<file path="config.mk">
export PLATFORM = sky130hd
export DESIGN_NAME = pc_sequencer
export DESIGN_NICKNAME = d
export VERILOG_FILES = /design/src/rtl/pc_pkg.sv /design/src/rtl/return_stack.sv /design/src/rtl/pc_sequencer.sv
export SDC_FILE = /design/constraint.sdc
export NUM_CORES = 1
export LEC_CHECK = 0
export ABC_AREA = 1
export BUFFER_PORTS_ARGS = -buffer_cell sky130_fd_sc_hd__buf_2
export CORE_UTILIZATION = 54
export DETAILED_ROUTE_END_ITERATION = 12
export GPL_ROUTABILITY_DRIVEN = 0
export PLACE_DENSITY_LB_ADDON = 0.1
export SYNTH_ARGS = -nofsm -noshare
export SYNTH_HDL_FRONTEND = slang
export SYNTH_SLANG_ARGS = --single-unit
</file>
<file path="constraint.sdc">
create_clock -name clk -period 3.6 [get_ports clk]
set_input_delay 0.36 -clock clk [delete_from_list [all_inputs] [get_ports clk]]
set_output_delay 0.36 -clock clk [all_outputs]
set_load 0.01 [all_outputs]
</file>
<file path="src/rtl/pc_pkg.sv">
// Shared opcode and PC-source encodings for the fetch-stage PC sequencer.
package pc_pkg;

  localparam int unsigned OPC_W = 6;

  localparam logic [OPC_W-1:0] OP_BGT  = 6'b001000;
  localparam logic [OPC_W-1:0] OP_BLT  = 6'b001001;
  localparam logic [OPC_W-1:0] OP_BEQ  = 6'b001010;
  localparam logic [OPC_W-1:0] OP_BNE  = 6'b001011;
  localparam logic [OPC_W-1:0] OP_JMP  = 6'b001100;
  localparam logic [OPC_W-1:0] OP_CALL = 6'b001101;
  localparam logic [OPC_W-1:0] OP_RET  = 6'b001110;

  typedef enum logic [1:0] {
    SRC_SEQ = 2'b00,
    SRC_JMP = 2'b01,
    SRC_BR  = 2'b10,
    SRC_RET = 2'b11
  } pc_src_e;

endpackage

</file>
<file path="src/rtl/return_stack.sv">
// Circular return-address stack; a push on full overwrites the oldest entry.
module return_stack
  import pc_pkg::*;
#(
  parameter int unsigned RAS_DEPTH = 8,
  parameter int unsigned PC_W      = 32
) (
  input  logic                         clk,
  input  logic                         reset,
  input  logic                         push,
  input  logic                         pop,
  input  logic [PC_W-1:0]              din,
  output logic [PC_W-1:0]              top,
  output logic [$clog2(RAS_DEPTH):0]   count,
  output logic                         full,
  output logic                         empty,
  output logic                         ovf
);

  localparam int unsigned PTR_W = $clog2(RAS_DEPTH);
  localparam int unsigned CNT_W = PTR_W + 1;

  logic [PC_W-1:0]  r_mem [RAS_DEPTH];
  logic [PTR_W-1:0] r_top;
  logic [CNT_W-1:0] r_count;
  logic             r_ovf;
  logic [PTR_W-1:0] w_top_inc;

  // Depth is a power of two, so the pointer wraps naturally; on full the
  // incremented pointer lands on the oldest entry.
  assign w_top_inc = r_top + PTR_W'(1);

  always_ff @(posedge clk) begin
    if (reset) begin
      r_top   <= '0;
      r_count <= '0;
      r_ovf   <= 1'b0;
    end else if (push) begin
      r_top <= w_top_inc;
      if (full) r_ovf   <= 1'b1;
      else      r_count <= r_count + CNT_W'(1);
    end else if (pop && !empty) begin
      r_top   <= r_top - PTR_W'(1);
      r_count <= r_count - CNT_W'(1);
    end
  end

  // Storage carries no reset; contents are don't-care while count is zero.
  always_ff @(posedge clk) begin
    if (push && !reset) r_mem[w_top_inc] <= din;
  end

  assign top   = r_mem[r_top];
  assign count = r_count;
  assign full  = (r_count == CNT_W'(RAS_DEPTH));
  assign empty = (r_count == '0);
  assign ovf   = r_ovf;

endmodule

</file>
<file path="src/rtl/pc_sequencer.sv">
// Fetch-stage PC register with branch/jump/call/return next-PC selection.
module pc_sequencer
  import pc_pkg::*;
#(
  parameter int unsigned    PC_W      = 32,
  parameter int unsigned    OP_W      = 6,
  parameter int unsigned    PC_INC    = 4,
  parameter logic [PC_W-1:0] RESET_PC = '0,
  parameter int unsigned    RAS_DEPTH = 8
) (
  input  logic                       clk,
  input  logic                       reset,
  input  logic                       stall,
  input  logic                       valid,
  input  logic [OP_W-1:0]            op,
  input  logic                       zero,
  input  logic                       bgt,
  input  logic                       blt,
  input  logic [PC_W-1:0]            branch_target,
  input  logic [PC_W-1:0]            jump_target,
  output logic [PC_W-1:0]            pc,
  output logic [1:0]                 pc_src,
  output logic [$clog2(RAS_DEPTH):0] ras_count,
  output logic                       ras_full,
  output logic                       ras_empty,
  output logic                       ras_ovf,
  output logic                       ras_unf
);

  logic [PC_W-1:0] r_pc;
  logic            r_unf;
  pc_src_e         w_src;
  logic [PC_W-1:0] w_pc_seq;
  logic [PC_W-1:0] w_next_pc;
  logic [PC_W-1:0] w_ras_top;
  logic            w_is_bgt, w_is_blt, w_is_beq, w_is_bne;
  logic            w_is_jmp, w_is_call, w_is_ret;
  logic            w_push, w_pop, w_update;

  assign w_is_bgt  = (op == OP_W'(OP_BGT));
  assign w_is_blt  = (op == OP_W'(OP_BLT));
  assign w_is_beq  = (op == OP_W'(OP_BEQ));
  assign w_is_bne  = (op == OP_W'(OP_BNE));
  assign w_is_jmp  = (op == OP_W'(OP_JMP));
  assign w_is_call = (op == OP_W'(OP_CALL));
  assign w_is_ret  = (op == OP_W'(OP_RET));

  assign w_pc_seq = r_pc + PC_W'(PC_INC);
  assign w_update = !stall && !reset;

  // Priority-ordered source decision; a ret on an empty stack falls through.
  always_comb begin
    w_src = SRC_SEQ;
    if (valid) begin
      if      (w_is_beq && zero)            w_src = SRC_BR;
      else if (w_is_bne && !zero)           w_src = SRC_BR;
      else if (w_is_blt && blt)             w_src = SRC_BR;
      else if (w_is_bgt && bgt)             w_src = SRC_BR;
      else if (w_is_jmp || w_is_call)       w_src = SRC_JMP;
      else if (w_is_ret && !ras_empty)      w_src = SRC_RET;
    end
  end

  always_comb begin
    w_next_pc = w_pc_seq;
    case (w_src)
      SRC_JMP: w_next_pc = jump_target;
      SRC_BR:  w_next_pc = branch_target;
      SRC_RET: w_next_pc = w_ras_top;
      default: w_next_pc = w_pc_seq;
    endcase
  end

  assign w_push = w_update && valid && w_is_call;
  assign w_pop  = w_update && (w_src == SRC_RET);

  always_ff @(posedge clk) begin
    if (reset) begin
      r_pc  <= RESET_PC;
      r_unf <= 1'b0;
    end else if (!stall) begin
      r_pc <= w_next_pc;
      if (valid && w_is_ret && ras_empty) r_unf <= 1'b1;
    end
  end

  return_stack #(
    .RAS_DEPTH (RAS_DEPTH),
    .PC_W      (PC_W)
  ) u_ras (
    .clk   (clk),
    .reset (reset),
    .push  (w_push),
    .pop   (w_pop),
    .din   (w_pc_seq),
    .top   (w_ras_top),
    .count (ras_count),
    .full  (ras_full),
    .empty (ras_empty),
    .ovf   (ras_ovf)
  );

  assign pc      = r_pc;
  assign pc_src  = w_src;
  assign ras_unf = r_unf;

endmodule

</file>
==> impl_metrics.toml, run 1 <==
[worst_setup_path]
timing.critical_path.fanout_max = 37
critical_path.startpoint_type = "flop"
cp_slowest_stage_delay_ns = 0.43
critical_path.slowest_cell = "buf_4"
cp_cell_sequence = "nor2_1, nand2_1, nand3_4, nand2_1, nand2_1, buf_4, inv_1, buf_2"
cpMostUsedCell = "nand2_1"
cp.buffers_inverters = 3
cpLargestDelayFamily = "buffers and inverters"
cp_data_arrival_time_ns = 2.21
crit_path_end_kind = "output pin"
critPathRequiredTime_ns = 3.24
timing.setup.critical_path_class = "flop to output pin"

[timing]
setup-violations-final = 0
worst_hold_slack_ns = 0.07359
slew_headroom_pct = 28.54
finalHoldViolations = 0
timing.setup.tns_ns = 0
min_period_ns = 2.572
finalMaxSlewViolations = 0
worst-slew-pin-transition_ns = 1.071
finClkSkew_ns = 0.02103
final_min_period_over_clock_period_pct = 71.45
highest_achievable_clock_rate_mhz = 388.8
rsz_0062_raised_after_global_routing = "no"

[clock_tree]
root_buffer = "clkbuf_16"
clock_path_buffers = 3
clk-insertion-delay-late_ns = 0.57
cts-buffers-inserted = 31
clkTransAtPathRegs_ns = 0.06
tritoncts = "yes"
cts.htree.levels = 1
postCtsSetupBuffers = 0
count_of_hold_buffers_inserted_by_post_cts_repair = 0
number_of_sinks_handled_by_clock_tree_synthesis = 300
post_cts_resized = 0

[route]
drt_first_iter_violations = 1149
route.detailed.wl_per_inst_um = 21.71
route.antenna.remaining_nets = 0
via_per_inst = 5.812
via_count = 10683
detail_route.wirelength_mm = 39.89
drt_first_pass_iters = 5
drc = 0

[floorplan]
floorplan.core_area_um2 = 24460
initial_utilization_pct = 55.46
floorplan.die.width_um = 160.5
boundaryPins = 119
fp-row-count = 57
full_die_area_um2 = 25760
die_h_um = 160.5

[logic_synthesis]
seq_area_frac_synth_pct = 63.16
synth.lib_cells_used.distinct = 42
netlist_area_um2 = 13570
yosys_warnings = 0
ranking_of_synthesized_cells_by_area = "edfxtp_1, nand2_1, dfxtp_1"
yosys.area.top_type = "edfxtp_1"
synth_cells = 1381
synthesis.area_per_instance_um2 = 9.824
synth_top_cell_area_share_pct = 56.66
postSynthRegisterBits = 300
synth_nets = 1464

[power]
vdd.ir_drop.worst_mv = 0.3113
power.combinational.fraction_pct = 2.4
p_clk_share_pct = 47.0
seq_power_share_pct = 50.6
power.share.switching_pct = 19.84
p_leak_uw = 0.006097
p_int_uw = 5951
power_density_nw_per_um2 = 474.1
power.switching_uw = 1473

[status]
run_status = "completed"

[cells_and_area]
layout.cells.most_common_list = "nand2_1, edfxtp_1, nand3_1, buf_2, nor2_1"
post_route_cells_drive_above_1_share_pct = 15.32
final_common_cell = "nand2_1"
fin_cells = 1838
finish.net_count = 1573
n_antenna_cell = 0
areaGrowthSynthToFinish_pct = 15.43

[grt]
overflow = 0
all_layer_gr_usage_pct = 31.03
antenna_found_initial = 0
number_of_global_route_vias_before_repair = 9963
grt_pass1_wl_mm = 59.79
grt_max_degree = 88

[place]
portBuffers = 118
placed_cells_incl_taps = 1781
dp_hpwl_mm = 25.98

[min_path]
hold_path.class = "input pin to flop"

[job]
count_of_maximum_capacitance_violations = 0
==> cells in the mapped netlist, drive strengths merged <==
cell type,n
nand3b,5
o21bai,1
nand2,440
nor3b,1
fa,1
buf,43
dfxtp,44
edfxtp,256
a21oi,7
nor3,8
a32o,1
xnor2,5
ha,5
and3,2
xor2,19
nand4,27
clkbuf,31
o211ai,2
o21ai,96
or2,3
a211oi,4
nor2,131
nand3,163
inv,63
clkinv,1
o221ai,22
==> sequential cells by signal, indices dropped and copies added, names as in the netlist, named ones only <==
name / flops
u_ras.ovf: 1
ras_unf: 1
u_ras.r_mem: 256
pc: 32
u_ras.r_top: 3
u_ras.count: 4
==> routing by layer <==
metal	GRT usage (%)	vias up	wire length [um]
li1	-	4957	-
met1	45.08	5107	16660
met3	5.062	62	4041
met4	8.225	0	972
met2	48.68	557	18220
met5	0	-	0
==> power by group through the flow <==
stage	registers (uW)	clock network, uW	logic [uW]
after floorplan	3830	0	77.7
after global placement	3830	0	169
after detailed placement	3830	0	171
after CTS	3760	3500	172
after global routing	3760	3640	189
final	3760	3490	175
==> worst register-to-register path: stages, from the launching register on <==
cell and delay [ns]:
dfxtp_1 0.44, nor2_1 0.09, nand2_1 0.15, nand3_4 0.14, nand2_2 0.33, nand2_4 0.23
nand2_2 0.24, buf_4 0.41, nand2_1 0.20, nand2_1 0.10, nand2_1 0.05, nor2_1 0.11
==> cells by family (layout without fill, tap and decap cells) <==
family          count (synthesis)  after routing  share of synthesized area (%)
flops                         300            300                          63.16
simple gates                  780            780                          24.45
compound gates                133            133                          5.792
xor+xnor                       24             24                          1.549
buf+inv                       138            271                          4.445
fa+ha+maj                       6              6                         0.6087
==> through the flow <==
stage / area (um^2) / setup WS (ns) / util, % / total power (uW)
5_1_grt: 15660 / 0.8345 / 64.02 / 7582
3_3_place_gp: 14550 / 0.9179 / 59.50 / 4002
4_1_cts: 15660 / 1.024 / 64.02 / 7430
3_5_place_dp: 14550 / 0.8108 / 59.50 / 4005
2_1_floorplan: 13580 / 0.5951 / - / 3909
6_report: 15660 / 1.028 / 64.02 / 7425
==> worst paths after layout <==
kind,start,end,slack (ns),cells past startpoint
worst max-delay path,u_ras.count[1]$_SDFFE_PP0P_,pc_src[0],1.03,8
worst min-delay path,reset,u_ras.ovf$_SDFFE_PP0P_,0.07,2
worst max register to register,u_ras.count[1]$_SDFFE_PP0P_,pc[1]$_SDFFE_PP0P_,1.07,11
worst min register to register,u_ras.ovf$_SDFFE_PP0P_,u_ras.ovf$_SDFFE_PP0P_,0.45,2
==> cell type report <==
type | count | area (um^2)
fillers | 2015 | 8802
inverters | 64 | 241.5
clock inverters | 22 | 315.3
multi-input cells | 943 | 4466
repair buffers | 150 | 868.3
flip-flops and latches | 300 | 8573
well taps | 324 | 405.4
clock buffers | 35 | 790.8
No activity file was read; power rests on OpenSTA's default activity.
==> run 2: changes to the inputs <==
--- a/config.mk
+++ b/config.mk
@@ -5,7 +5,7 @@
 export SDC_FILE = /design/constraint.sdc
 export NUM_CORES = 1
 export LEC_CHECK = 0
-export ABC_AREA = 1
+export ABC_AREA = 0
 export BUFFER_PORTS_ARGS = -buffer_cell sky130_fd_sc_hd__buf_2
 export CORE_UTILIZATION = 54
 export DETAILED_ROUTE_END_ITERATION = 12
==> constraint.sdc (replaced) <==
create_clock -name clk -period 2.2 [get_ports clk]
set_input_delay 0.22 -clock clk [delete_from_list [all_inputs] [get_ports clk]]
set_output_delay 0.22 -clock clk [all_outputs]
set_load 0.01 [all_outputs]
==> impl_metrics.toml, run 2 <==
[status]
run_status = "completed"

[place]
dp_worst_setup_slack_ns = -0.1344
portBuffers = 118
dp_hpwl_mm = 23.33

[timing]
final_min_period_over_clock_period_pct = 99.69
finClkSkew_ns = 0.02772
postLayoutSetupSlackWorst_ns = 0.006842
finalMaxSlewViolations = 0
worst_hold_slack_ns = 0.02460
highest_achievable_clock_rate_mhz = 456.0
setup-violations-final = 0
finalHoldViolations = 0
slew_headroom_pct = 42.15
worst-slew-pin-transition_ns = 0.8616
min_period_ns = 2.193
rsz_0062_raised_after_global_routing = "yes"

[grt]
antenna_found_initial = 0
grt_max_degree = 51
number_of_global_route_vias_before_repair = 8497
grt_pass1_wl_mm = 50.72
all_layer_gr_usage_pct = 28.64
overflow = 0

[route]
route.detailed.wl_per_inst_um = 24.83
detail_route.wirelength_mm = 34.27
wirelength_met1_mm = 14.22
via_count = 8381
route.antenna.remaining_nets = 0
met2WireLength_mm = 16.48
drt_first_pass_iters = 5
via_per_inst = 6.073
met3_wirelength_mm = 2.575
drc = 0
drt_first_iter_violations = 844
maxUsedRoutingLayer = "met4"

[cells_and_area]
n_antenna_cell = 0
final_util_pct = 69.34
final_common_cell = "edfxtp_1"
layout.cells.most_common_list = "edfxtp_1, buf_2, buf_4, mux4_2, nand2_1"
filler_cell_count = 1579
finish.net_count = 1120
post_route_cells_drive_above_1_share_pct = 40.62
total_area_of_multi_input_combinational_cells_um2 = 4412
flip_flop_count_of_the_largest_register_all_copies_and_words_added = 256
max_flop_register = "u_ras.r_mem"
regArea_um2 = 8593
areaGrowthSynthToFinish_pct = 25.80

[floorplan]
fp-row-count = 56
boundaryPins = 119
die_h_um = 156.8
floorplan.die.width_um = 156.8
full_die_area_um2 = 24580
floorplan.core_area_um2 = 23470
initial_utilization_pct = 55.12

[clock_tree]
cts.htree.levels = 1
tritoncts = "yes"
clk-insertion-delay-late_ns = 0.56
root_buffer = "clkbuf_16"
clock_path_buffers = 3
number_of_sinks_handled_by_clock_tree_synthesis = 300
cts-buffers-inserted = 30
clkTransAtPathRegs_ns = 0.06

[worst_setup_path]
critPathRequiredTime_ns = 2.59
cp_data_arrival_time_ns = 2.58
crit_path_end_kind = "flop"
critical_path.slowest_cell = "a2111oi_0"
cpLargestDelayFamily = "compound AO/OA/AOI/OAI gates"
timing.setup.critical_path_class = "flop to flop"
critical_path.startpoint_type = "flop"
timing.critical_path.fanout_max = 6
cp.buffers_inverters = 2
cp_cell_sequence = "nor4_4, buf_4, or3_4, o211a_2, buf_4, a2111oi_0, o32ai_1"
cp_slowest_stage_delay_ns = 0.54
cpMostUsedCell = "buf_4"

[logic_synthesis]
netlist_area_um2 = 12940
ranking_of_synthesized_cells_by_area = "edfxtp_1, mux4_2, dfxtp_1"
yosys-top-cells-count = "edfxtp_1, mux4_2, nand2_1"
synth.lib_cells_used.distinct = 71
synthMostInstantiatedCell = "edfxtp_1"
synth_cells = 815
synth_nets = 898
synthesis.area_per_instance_um2 = 15.87
synth_top_cell_area_share_pct = 59.42
yosys_most_used_dff = "edfxtp_1"
yosys.area.top_type = "edfxtp_1"
synth_enable_flop_cells = 256
postSynthRegisterBits = 300
yosys_warnings = 0
synthArstFlopShare_pct = 0
seq_area_frac_synth_pct = 66.23

[power]
power_density_nw_per_um2 = 728.3
vdd.ir_drop.worst_mv = 0.6901
p_leak_uw = 0.005912

[min_path]
hold_path.class = "input pin to flop"

[job]
count_of_maximum_capacitance_violations = 0
## run 2: cell count changes after synthesis, sizes merged, moves of 24 or more
cell / change
inv: -51
mux2i: +24
nand2: -392
o21ai: -65
nand3: -144
mux4: +64
nor2: -83
## run 2: tightest hold or removal path, cell delays in order
cell	delay (ns)
buf_2	0.10
a21oi_1	0.12
a311oi_1	0.10
## run 2: kinds of logic after synthesis
| group | share of synthesized area [%] |
|---|---|
| AO/OA/AOI/OAI | 7.699 |
| XOR/XNOR | 2.573 |
| adder cells (fa/ha/maj) | 0.6383 |
| buffers and inverters | 2.079 |
| flip-flops | 66.23 |
| multiplexers | 14.04 |
| AND/OR/NAND/NOR | 6.741 |
## run 2: per-layer routing
layer / vias up / GRT usage, %
li1: 3707 / -
met1: 4230 / 40.10
met2: 379 / 45.71
met3: 65 / 5.317
met4: 0 / 9.057
met5: - / 0
## run 2: power breakdown
part	internal (uW)	total, uW	switching (uW)
logic	175	430	255
clock network	3160	5260	2100
registers	6140	6160	20.4
total	9480	11900	2380
## run 2: worst paths after layout
path / start / end / slack [ns] / depth (start not counted)
worst min register to register: ras_unf$_SDFFE_PP0P_ / ras_unf$_SDFFE_PP0P_ / 0.48 / 2
worst min-delay path: jump_target[0] / pc[0]$_SDFFE_PP0P_ / 0.02 / 3
worst max register to register: u_ras.count[0]$_SDFFE_PP0P_ / pc[30]$_SDFFE_PP0N_ / 0.007 / 7
worst max-delay path: u_ras.count[0]$_SDFFE_PP0P_ / pc[30]$_SDFFE_PP0N_ / 0.007 / 7
## run 2: repair_timing
item	4_1_cts	5_1_grt
buffers inserted	5	3
gates resized for setup	17	23
hold endpoints to repair	2	0
hold buffers	2	0
endpoints found under the setup margin	37	64
pin swaps	3	3
## run 2: layout make-up
cell class | instances | area share [%]
clock buffer | 43 | 5.220
sequential | 300 | 52.80
tap | 319 | 2.452
inverter | 12 | 0.3536
timing repair buffer | 241 | 10.92
multi-input combinational | 452 | 27.11
clock inverter | 13 | 1.145
## run 2: through the flow
step                      instances  TNS (ns)  total power [uW]  cell area (um^2)
after global placement         1315   -0.4975              6680             14980
after global routing           1380  -0.07752             12170             16280
after CTS                      1377         0             11910             16150
after detailed placement       1315    -2.600              6692             14980
final                          1380         0             11850             16280
after floorplan                 815    -35.19              6461             13170
